===== src/rtl/rate_bcd_pkg.sv =====
// rtl/rate_bcd_pkg.sv - shared constants, converter FSM type and BCD digit helper
package rate_bcd_pkg;

  localparam int BIN_W  = 20;
  localparam int DIGITS = 6;
  localparam int BCD_W  = 24;
  localparam int STEP_W = 5;

  localparam logic [BIN_W-1:0]  BCD_MAX   = 20'd999999;
  localparam logic [STEP_W-1:0] STEP_LAST = 5'(BIN_W - 1);

  typedef enum logic {
    IDLE    = 1'b0,
    CONVERT = 1'b1
  } conv_state_e;

  // Double-dabble digit correction: a digit of 5 or more would overflow past 9 once doubled
  function automatic logic [3:0] add3(input logic [3:0] digit);
    return (digit >= 4'd5) ? digit + 4'd3 : digit;
  endfunction

endpackage


===== src/rtl/bin2bcd_seq.sv =====
// rtl/bin2bcd_seq.sv - sequential double-dabble converter, one shift-and-add-3 step per cycle
module bin2bcd_seq
  import rate_bcd_pkg::*;
(
  input  logic             clk,
  input  logic             reset,
  input  logic             start,
  input  logic [BIN_W-1:0] bin,
  output logic [BCD_W-1:0] bcd,
  output logic             done
);

  conv_state_e       state;
  logic [STEP_W-1:0] step;
  logic [BIN_W-1:0]  bin_sr;
  logic [BCD_W-1:0]  scratch;
  logic [BCD_W-1:0]  adjusted;
  logic [BCD_W-1:0]  stepped;

  // One conversion step: correct every digit, then shift the next binary bit in
  always_comb begin
    adjusted = '0;
    for (int i = 0; i < DIGITS; i++) begin
      adjusted[i*4 +: 4] = add3(scratch[i*4 +: 4]);
    end
    stepped = {adjusted[BCD_W-2:0], bin_sr[BIN_W-1]};
  end

  // The last step's result is presented directly so the caller can register it on the final edge
  assign bcd  = stepped;
  assign done = (state == CONVERT) && (step == STEP_LAST);

  // IDLE waits for start; CONVERT runs BIN_W steps and returns to IDLE
  always_ff @(posedge clk) begin
    if (reset) begin
      state   <= IDLE;
      step    <= '0;
      bin_sr  <= '0;
      scratch <= '0;
    end else begin
      case (state)
        IDLE: begin
          if (start) begin
            bin_sr  <= bin;
            scratch <= '0;
            step    <= '0;
            state   <= CONVERT;
          end
        end
        CONVERT: begin
          scratch <= stepped;
          bin_sr  <= {bin_sr[BIN_W-2:0], 1'b0};
          if (step == STEP_LAST) begin
            step  <= '0;
            state <= IDLE;
          end else begin
            step <= step + 5'd1;
          end
        end
        default: state <= IDLE;
      endcase
    end
  end

endmodule


===== src/rtl/rate_bcd_counter.sv =====
// rtl/rate_bcd_counter.sv - counts events per fixed window and reports the total as six BCD digits
module rate_bcd_counter
  import rate_bcd_pkg::*;
#(
  parameter logic [31:0] COUNT_PERIOD = 32'd50000000
) (
  input  logic             clk,
  input  logic             reset,
  input  logic             event_in,
  output logic [BCD_W-1:0] count,
  output logic             count_valid,
  output logic             overflow
);

  // A window shorter than one full conversion would restart the converter mid-flight
  if (COUNT_PERIOD < 32'd32) begin : g_period_check
    $error("rate_bcd_counter: COUNT_PERIOD must be at least 32");
  end

  logic [31:0]      period_cnt;
  logic             terminal;
  logic [BIN_W-1:0] acc;
  logic [BIN_W-1:0] acc_next;
  logic             sat;
  logic             sat_next;
  logic             ovf_hold;
  logic [BCD_W-1:0] conv_bcd;
  logic             conv_done;

  assign terminal = (period_cnt == COUNT_PERIOD - 32'd1);

  // Saturating next count; it includes this cycle's event so a terminal-cycle event lands in the snapshot
  always_comb begin
    acc_next = acc;
    if (event_in && (acc != BCD_MAX)) begin
      acc_next = acc + 20'd1;
    end
    sat_next = sat | (acc_next == BCD_MAX);
  end

  // Window position, wrapping with no gap so every window is exactly COUNT_PERIOD cycles
  always_ff @(posedge clk) begin
    if (reset || terminal) begin
      period_cnt <= '0;
    end else begin
      period_cnt <= period_cnt + 32'd1;
    end
  end

  // Event accumulator and saturation flag restart at the start of each window
  always_ff @(posedge clk) begin
    if (reset || terminal) begin
      acc <= '0;
      sat <= 1'b0;
    end else begin
      acc <= acc_next;
      sat <= sat_next;
    end
  end

  // Saturation of the ending window is held until its conversion completes
  always_ff @(posedge clk) begin
    if (reset) begin
      ovf_hold <= 1'b0;
    end else if (terminal) begin
      ovf_hold <= sat_next;
    end
  end

  bin2bcd_seq u_bin2bcd (
    .clk   (clk),
    .reset (reset),
    .start (terminal),
    .bin   (acc_next),
    .bcd   (conv_bcd),
    .done  (conv_done)
  );

  // Outputs change only when a conversion finishes, so intermediate steps never show
  always_ff @(posedge clk) begin
    if (reset) begin
      count       <= '0;
      count_valid <= 1'b0;
      overflow    <= 1'b0;
    end else begin
      count_valid <= conv_done;
      if (conv_done) begin
        count    <= conv_bcd;
        overflow <= ovf_hold;
      end
    end
  end

endmodule


===== config.mk =====
export PLATFORM = sky130hd
export DESIGN_NAME = rate_bcd_counter
export DESIGN_NICKNAME = d
export VERILOG_FILES = /design/src/rtl/rate_bcd_pkg.sv /design/src/rtl/bin2bcd_seq.sv /design/src/rtl/rate_bcd_counter.sv
export SDC_FILE = /design/constraint.sdc
export NUM_CORES = 1
export LEC_CHECK = 0
export CORE_MARGIN = 4
export CORE_UTILIZATION = 34
export CTS_CLUSTER_SIZE = 14
export DETAILED_ROUTE_END_ITERATION = 12
export PLACE_DENSITY = 0.59
export SYNTH_ARGS = -nofsm -noshare
export SYNTH_HDL_FRONTEND = slang
export SYNTH_SLANG_ARGS = --single-unit

===== constraint.sdc =====
create_clock -name clk -period 2.1 [get_ports clk]
set_input_delay 0.63 -clock clk [delete_from_list [all_inputs] [get_ports clk]]
set_output_delay 0.63 -clock clk [all_outputs]
set_load 0.01 [all_outputs]

Yosys cells after proc, flatten, opt, wreduce, memory -nomap -nowiden:

Index checks and enable logic that the tools add are counted.

* add/subtract/negate cells: 9
* magnitude comparators: 6
* equality and inequality tests: 5
* mux-type cells: 17
* bitwise gates (word level): 2
* reduce and logical (&&, ||, !) cells: 3

Operators with widths (number)
* one-hot mux 24 bit (2 select lines): 1
* two-way mux 20 bit: 2
* one-hot mux 20 bit (2 select lines): 1
* adder 32 x 1 -> 32 bit (second input constant): 1
* equality test 32 x 26 -> 1 bit (second input constant): 1
* greater-or-equal comparator 4 x 3 -> 1 bit (second input constant): 6
* two-way mux 24 bit: 1
* adder 20 x 1 -> 20 bit (second input constant): 1
* adder 4 x 2 -> 4 bit (second input constant): 5
* equality test 20 bit (second input constant): 1
* two-way mux 4 bit: 5
* != test 20 bit (second input constant): 1
* two-way mux 5 bit: 2
* one-hot mux 5 bit (2 select lines): 1
* adder 5 x 1 -> 5 bit (second input constant): 1
* equality test 5 bit (second input constant): 1
* adder 3 x 2 -> 3 bit (second input constant): 1
* two-way mux 3 bit: 1
* logical AND 1 bit: 2
* two-way mux 1 bit: 2
* != test 2 bit (second input constant): 1
* one-hot mux 1 bit (2 select lines): 1
* logical OR 1 bit: 1
* NOT 1 bit: 1
* OR 1 bit: 1

* register bits: 130
* bits of input ports: 3
* logic and storage cells: 53

Logic depth before layout (Yosys ltp):

Gate-level depths: netlist of run 1.

* depth after elaboration: 5
* gate-level depth with buffers: 9

Cells and area by module:

From an unflattened synthesis of run 1, not the netlist that was laid out.

* cell total of the unflattened synthesis: 690
* area, all modules: 6125.9 um^2

Modules (own cells, without submodules)
* rate_bcd_counter: instances 1, cells an instance 388, area each 3518.4 um^2, seq. area each 1601.5 um^2
* bin2bcd_seq: instances 1, cells an instance 302, area each 2607.5 um^2, seq. area each 1001.0 um^2

Least setup slack after synthesis of run 1:

OpenSTA, ideal clock, no wires.

* path type: input to register
* from: input event_in
* to: register ovf_hold
* setup time: 0.079 ns
* arrival: 2.143 ns
* data required time: 2.021 ns
* path slack: -0.122 ns
* cell stages on the path: 8
* path through: nand4_1 -> clkbuf_1 -> nor4_1 -> xnor2_1 -> nand4_1 -> nor4b_1 -> a41oi_1 -> a211oi_2

* cells in the longest elaborated chain, start to end: 4

RTL lines
* start, declared: line rate_bcd_counter.sv:9 `input logic event_in,`
* logical AND 1 bit: line rate_bcd_counter.sv:35 `if (event_in && (acc != BCD_MAX)) begin`
* two-way mux 20 bit: line rate_bcd_counter.sv:35
* equality test 20 bit: line rate_bcd_counter.sv:38 `sat_next = sat | (acc_next == BCD_MAX);`
* OR 1 bit: line rate_bcd_counter.sv:38
* end signal, assigned: line rate_bcd_counter.sv:66 `ovf_hold <= sat_next;`
* end, declared: line rate_bcd_counter.sv:26 `logic ovf_hold;`

No other way between the ends.
A chain may end at the register's enable or synchronous reset.

Worst setup path in the final report of run 1:

* from: register acc[5]
* to: register ovf_hold

* cells in the longest elaborated chain, start to end: 5
* elaborated cells on any way between the ends: 6

RTL lines
* start, declared: line rate_bcd_counter.sv:22 `logic [BIN_W-1:0] acc;`
* start signal, assigned: line rate_bcd_counter.sv:56 `acc <= acc_next;`
* parallel branches: the longest is 2 deep, another holds adder 20 x 1 -> 20 bit
* two-way mux 20 bit *: line rate_bcd_counter.sv:35
* equality test 20 bit *: line rate_bcd_counter.sv:38
* OR 1 bit *: line rate_bcd_counter.sv:38

Every way passes the cells marked *.

==> results of run 1 <==
cells in the mapped netlist, types with 2 or more instances:
cell type,n,area [µm²]
a211oi_1,21,157.7
a21oi_1,72,360.4
a311oi_1,6,52.55
a31oi_1,2,12.51
and2_1,2,12.51
and3_1,11,68.82
and4_1,5,43.79
buf_1,2,7.510
buf_2,7,35.03
clkbuf_1,36,135.1
dfxtp_1,130,2603
ha_1,15,187.7
inv_1,21,78.83
mux2i_1,10,100.1
nand2_1,82,307.8
nand2b_1,12,75.07
nand3_1,26,130.1
nand3b_1,7,52.55
nand4_1,16,100.1
nor2_1,118,442.9
nor2b_1,5,31.28
nor3_1,7,35.03
nor3b_1,12,90.09
nor4_1,7,43.79
nor4_2,2,25.02
nor4_4,2,42.54
nor4b_1,2,17.52
nor4bb_1,2,20.02
o211ai_1,2,15.01
o21ai_0,20,100.1
o22ai_1,2,12.51
or3_1,13,81.33
or3b_2,2,17.52
xnor2_1,23,201.4
xor2_1,33,289.0
through the flow:
step | std cells | setup TNS [ns]
floorplan | 754 | 0
global placement | 1050 | -9.023
detailed placement | 1050 | -9.925
CTS | 1088 | -0.04665
global route | 1099 | -0.1979
finish | 1099 | 0
final cells by class:
type / instances / area, µm² / share of cell area (%)
clock buffer: 21 / 480.5 / 5.749
clock inverter: 11 / 125.1 / 1.497
inverter: 21 / 78.83 / 0.9433
multi-input combinational: 557 / 3571 / 42.73
sequential: 130 / 2628 / 31.44
tap: 229 / 286.5 / 3.429
timing repair buffer: 130 / 1187 / 14.21
cell families after synthesis:
logic type | Yosys count
multiplexers | 10
XOR/XNOR | 56
AND/OR/NAND/NOR | 340
AO/OA/AOI/OAI | 136
flip-flops | 130
buffers and inverters | 67
adder cells (fa/ha/maj) | 15
timing repair:
| action | 4_1_cts | 5_1_grt |
|---|---|---|
| buffers inserted | 6 | 7 |
| setup endpoints to repair | 78 | 68 |
| gates resized for setup | 15 | 57 |
| pin swaps | 9 | 31 |
| cloned | 0 | 5 |
power by group through the flow:
| stage | Sequential (µW) | Combinational [µW] | Clock, µW |
|---|---|---|---|
| 6_report | 2480 | 131 | 3000 |
| 5_1_grt | 2480 | 144 | 3180 |
| 4_1_cts | 2480 | 118 | 3070 |
| 3_5_place_dp | 2530 | 115 | 0 |
| 3_3_place_gp | 2530 | 115 | 0 |
| 2_1_floorplan | 2540 | 57.4 | 0 |
routing by layer:
layer	share of wire (%)	GRT usage [%]	wire length [µm]	up-vias
met2	46	22.38	6829	73
met4	1.5	5.353	220	0
met1	49	19.00	7235	2515
met3	3.0	3.416	445	19
met5	0	0	0	-
li1	-	-	-	2820
sequential cells by signal (all words and copies together), names as in the netlist:
name	count
acc	20
count	24
count_valid	1
overflow	1
ovf_hold	1
period_cnt	32
sat	1
u_bin2bcd.bin_sr	20
u_bin2bcd.scratch	24
u_bin2bcd.state	1
u_bin2bcd.step	5
worst min-delay path by stage:
| stage | start | endpoint | depth (start not counted) |
|---|---|---|---|
| global placement | count[10]$_SDFFE_PP0P_ | count[10]$_SDFFE_PP0P_ | 2 |
| detailed placement | count[17]$_SDFFE_PP0P_ | count[17]$_SDFFE_PP0P_ | 2 |
| CTS | count[17]$_SDFFE_PP0P_ | count[17]$_SDFFE_PP0P_ | 2 |
| global route | count[2]$_SDFFE_PP0P_ | count[2]$_SDFFE_PP0P_ | 2 |
| finish | count[17]$_SDFFE_PP0P_ | count[17]$_SDFFE_PP0P_ | 2 |
| floorplan | ovf_hold$_SDFFE_PP0P_ | overflow$_SDFFE_PP0P_ | 2 |
cells in the final DEF, fill, tap and decap left out, drive strengths merged, types with 6 or more instances in the layout:
cell and instances:
a211oi 22, a21oi 72, a311oi 6, and3 12, buf 99, clkbuf 25, clkdlybuf4s50 26, dfxtp 130
ha 15, inv 23, mux2i 10, nand2 82, nand2b 12, nand3 26, nand3b 7, nand4 17
nor2 118, nor3 8, nor3b 13, nor4 11, o21ai 20, or3 13, xnor2 23, xor2 33
tightest hold or removal path, cell delays in order (launching register included):
cell and delay, ns:
dfxtp_1 0.31, nand2_1 0.05, a21oi_1 0.05
==> results.cfg, run 1 <==
[status]
run_status = completed

[yosys]
ys_ff_latch = 130
yosys.area_share.simple_pct = 27.83
synth_cell_type_count = 54
muxShareOfSynthArea_pct = 1.620
synth-async-reset-ratio_pct = 0
syn-cell-area_um2 = 6177
synth_compound_area_share_pct = 13.17
seq_area_frac_synth_pct = 42.13
synth_flop_cell = dfxtp_1
syn_nets = 772
syn_avg_cell_area_um2 = 8.193
synthCells = 754
synth_adder_area_share_pct = 3.038
synth_xor_area_share_pct = 7.940
synth_top_family_by_area = simple AND/OR/NAND/NOR gates
synth-edff-count = 0
yosys_warnings = 0

[critical_path]
start_kind = flip-flop
path_class = flip-flop to flip-flop
rrSetupSlack_ns = 0.04
max_stage_delay_ns = 0.35
critPathBufInv = 0
worst-path-max-fanout = 6
end_kind = flip-flop
cp.depth = 7
r2r_start = acc[5]$_SDFF_PP0_
crit_arrival_ns = 2.41
cp_top_family = compound AO/OA/AOI/OAI gates
required_ns = 2.44
endpoint = ovf_hold$_SDFFE_PP0P_
critPathSlowestCell = dfxtp_2
crit_path_cell_trace = nand4_4 -> nor4_4 -> nand4_1 -> xor2_2 -> a2111oi_4 -> a41oi_2 -> a211oi_2
reg2reg_depth = 7
r2r_end = ovf_hold$_SDFFE_PP0P_
critPathLaunch = acc[5]$_SDFF_PP0_

[timing]
whs_ns = 0.4509
timing.slew.headroom_pct = 64.44
worst_slack_ns = 0.03862
fmax_mhz = 485.1
setup_viol = 0
skew_ns = 0.01101
post-route-period-util_pct = 98.16
worstMarginPinSlew_ns = 0.5328
min_period_ns = 2.061
maxSlewViolCount = 0
final_hold_viol_count = 0
rsz0062_at_grt = true

[cells_and_area]
drive_gt1_share_pct = 23.10
post-route-cell-area_um2 = 8357
nets = 875
finish.utilization_pct = 46.68
synthToLayoutAreaGrowth_pct = 35.28
antenna_cells = 0
fillerInstances = 1743

[clock_tree]
tritoncts.num_buffers = 17
clk_latency_ns = 0.42
htreeDepth = 4
clock_sinks = 130
clk_pin_slew_ns = 0.06
cts_buffer_depth = 2
cts_root_buffer = clkbuf_16
hold_buffers = 0
cts_tree = yes

[global_route]
gr-total-overflow = 0
grt_pass1_vias = 4931
grt_pass1_wl_um = 23810
grt_usage_pct = 14.23
grt_max_degree = 64
grt_antenna_before_repair = 0

[floorplan]
die_w_um = 142.8
initial_core_util_pct = 34.51
die_height_um = 142.8
ios = 29
coreArea_um2 = 17900
rows = 49
die_area_um2 = 20390

[placement]
io_buffers = 28
dp_hpwl_um = 9390
gp_congestion = 0.8638
pre_cts_ws_ns = -0.6416
placed_area_um2 = 7271

[power]
p_seq_share_pct = 44.2
p_leak_uw = 0.003097
comb_power_share_pct = 2.3
p_int_uw = 4403
pwr-share-clk_pct = 53.5
p_sw_uw = 1209
p_total_uw = 5612
power_density_nw_per_um2 = 671.6
switching_share_pct = 21.54
ir_drop_v = 0.0005646

[detailed_routing]
wl_per_cell_um = 13.40
drt_first_pass_iters = 4
vias = 5427
drt_iter0_drc = 304
routed_via_density = 4.938
detail-route-antenna-nets = 0
wl_um = 14730
drc = 0

[min_path]
hold_path_class = flip-flop to flip-flop

[flow_run]
max-cap-violations = 0
Note: power is estimated with default switching activity, not from simulation.
==> inputs of run 2 (changes only) <==
--- a/config.mk
+++ b/config.mk
@@ -5,11 +5,12 @@
 export SDC_FILE = /design/constraint.sdc
 export NUM_CORES = 1
 export LEC_CHECK = 0
-export CORE_MARGIN = 4
+export CORE_MARGIN = 5
 export CORE_UTILIZATION = 34
 export CTS_CLUSTER_SIZE = 14
 export DETAILED_ROUTE_END_ITERATION = 12
 export PLACE_DENSITY = 0.59
+export SKIP_LAST_GASP = 1
 export SYNTH_ARGS = -nofsm -noshare
 export SYNTH_HDL_FRONTEND = slang
 export SYNTH_SLANG_ARGS = --single-unit
==> run 2 against run 1 <==
  * Hold slack better by 0.00073 ns
  * Largest cell class unchanged
  * Count of clock-buffer cells in the layout is 3 lower
  * First-iteration DRC count shrank 26%
  * Maximum frequency shrank 0.40%
  * Sequential power about the same
  * Critical path type unchanged
  * Die area grew 2.8%
  * Sequential share of layout area barely moved
  * Utilization shrank 0.16 points
  * Non-clock buffer count up 1
  * Critical endpoint is now u_bin2bcd.bin_sr[9]$_SDFFE_PP0P_
==> results.cfg, run 2 (synthesis gave the netlist of run 1 again) <==
[global_route]
gr-total-overflow = 0
grt_pass1_wl_um = 24030
grt_max_degree = 73
grt_use_met1_pct = 18.39
grtUsageMet2_pct = 22.50
grt_usage_pct = 14.03
grtUsageMet3_pct = 2.990
grt_antenna_before_repair = 0
grt_pass1_vias = 5004
grt_most_used_layer = met2

[cells_and_area]
largest_register_ffs = 32
fillerInstances = 1792
post-route-cell-area_um2 = 8328
reg_top3 = period_cnt: 32 flops, count: 24 flops, u_bin2bcd.scratch: 24 flops
drive_gt1_share_pct = 22.39
multiInputGateArea_um2 = 3585
nets = 876
final_cell_mix = dfxtp_1 (119), nor2_1 (115), buf_4 (88), nand2_1 (81), a21oi_1 (71)
finish.utilization_pct = 46.52
largest-register = period_cnt
register_area_um2 = 2616
synthToLayoutAreaGrowth_pct = 34.82
final_common_cell = dfxtp_1
antenna_cells = 0

[critical_path]
crit_path_cell_trace = and4_4 -> nand3_1 -> buf_4 -> nor4_4 -> buf_6 -> buf_6 -> buf_6 -> clkbuf_16 -> a211oi_2 -> a21oi_1 -> nor2_1
required_ns = 2.40
max_stage_delay_ns = 0.33
worst-path-max-fanout = 7
r2r_start = period_cnt[3]$_SDFF_PP0_
end_kind = flip-flop
path_class = flip-flop to flip-flop
start_kind = flip-flop
cp_top_family = buffers and inverters
critPathMostFrequentCell = buf_6
critPathSlowestCell = dfxtp_1
crit_arrival_ns = 2.37
critPathBufInv = 5
critPathLaunch = period_cnt[3]$_SDFF_PP0_

[power]
p_leak_uw = 0.003082
ir_drop_v = 0.0005875
power_density_nw_per_um2 = 664.6

[floorplan]
die_w_um = 144.8
ios = 29
rows = 49
die_height_um = 144.8
initial_core_util_pct = 34.51
coreArea_um2 = 17900
die_area_um2 = 20960

[clock_tree]
clk_pin_slew_ns = 0.06
htreeDepth = 4
clock_sinks = 130
cts_tree = yes
cts_buffer_depth = 2
tritoncts.num_buffers = 17
clk_latency_ns = 0.42
cts_root_buffer = clkbuf_16
hold_buffers = 0

[timing]
rsz0062_at_grt = true
min_period_ns = 2.070
worst_slack_ns = 0.03042
final_hold_viol_count = 0
setup_viol = 0
timing.slew.headroom_pct = 65.71
maxSlewViolCount = 0
post-route-period-util_pct = 98.55
whs_ns = 0.4516
worstMarginPinSlew_ns = 0.5137
fmax_mhz = 483.2
skew_ns = 0.008762

[detailed_routing]
drt_iter0_drc = 226
drc = 0
detail-route-antenna-nets = 0
wl_per_cell_um = 13.14
vias = 5423
drt_first_pass_iters = 4
wl_um = 14450
routed_via_density = 4.930

[min_path]
worstHoldStart = count[0]$_SDFFE_PP0P_
hold_path_class = flip-flop to flip-flop

[flow_run]
max-cap-violations = 0

[status]
run_status = completed

[placement]
placed_area_um2 = 7271
dp_hpwl_um = 9374
pre_cts_ws_ns = -0.6480
gp_congestion = 0.8394
io_buffers = 28
==> run 2: layer usage <==
| metal | wire length (µm) | part of all wire (%) |
|---|---|---|
| met1 | 7086 | 49 |
| met2 | 6670 | 46 |
| met3 | 446 | 3.1 |
| met4 | 245 | 1.7 |
| met5 | 0 | 0 |
==> run 2: worst register-to-register path, cell delays in order, from the launching register on <==
cell	delay (ns)
dfxtp_1	0.33
and4_4	0.25
nand3_1	0.13
buf_4	0.18
nor4_4	0.26
buf_6	0.18
buf_6	0.11
buf_6	0.10
clkbuf_16	0.14
a211oi_2	0.06
a21oi_1	0.13
nor2_1	0.06
==> run 2: through the flow <==
step | total power, µW | TNS, ns | cells
floorplan | 2596 | 0 | 754
global placement | 2647 | -9.132 | 1050
detailed placement | 2645 | -9.048 | 1050
CTS | 5584 | -0.07056 | 1087
global route | 5725 | -1.035 | 1100
finish | 5535 | 0 | 1100
==> run 2: what timing repair did <==
item / CTS / global route
pin swaps: 5 / 27
resized for setup: 10 / 68
buffers inserted: 5 / 10
gates cloned: 0 / 3
setup endpoints to repair: 15 / 83
==> run 2: final timing paths <==
path	to	slack, ns	cells past startpoint
min reg2reg	count[0]$_SDFFE_PP0P_	0.45	2
max	u_bin2bcd.bin_sr[9]$_SDFFE_PP0P_	0.03	11
min	count[0]$_SDFFE_PP0P_	0.45	2
max reg2reg	u_bin2bcd.bin_sr[9]$_SDFFE_PP0P_	0.03	11
==> run 2: area by class of cell <==
type	instances	share of cell area, %
timing repair buffer	131	14.17
multi-input combinational	557	43.04
inverter	21	0.9465
clock buffer	18	5.153
clock inverter	14	1.833
sequential	130	31.42
tap	229	3.441
==> run 2: power by group <==
group | switching [µW] | internal [µW] | total, µW
clock | 1170 | 1760 | 2920
sequential | 7.34 | 2480 | 2480
combinational | 74.2 | 52.7 | 127
total | 1250 | 4290 | 5530
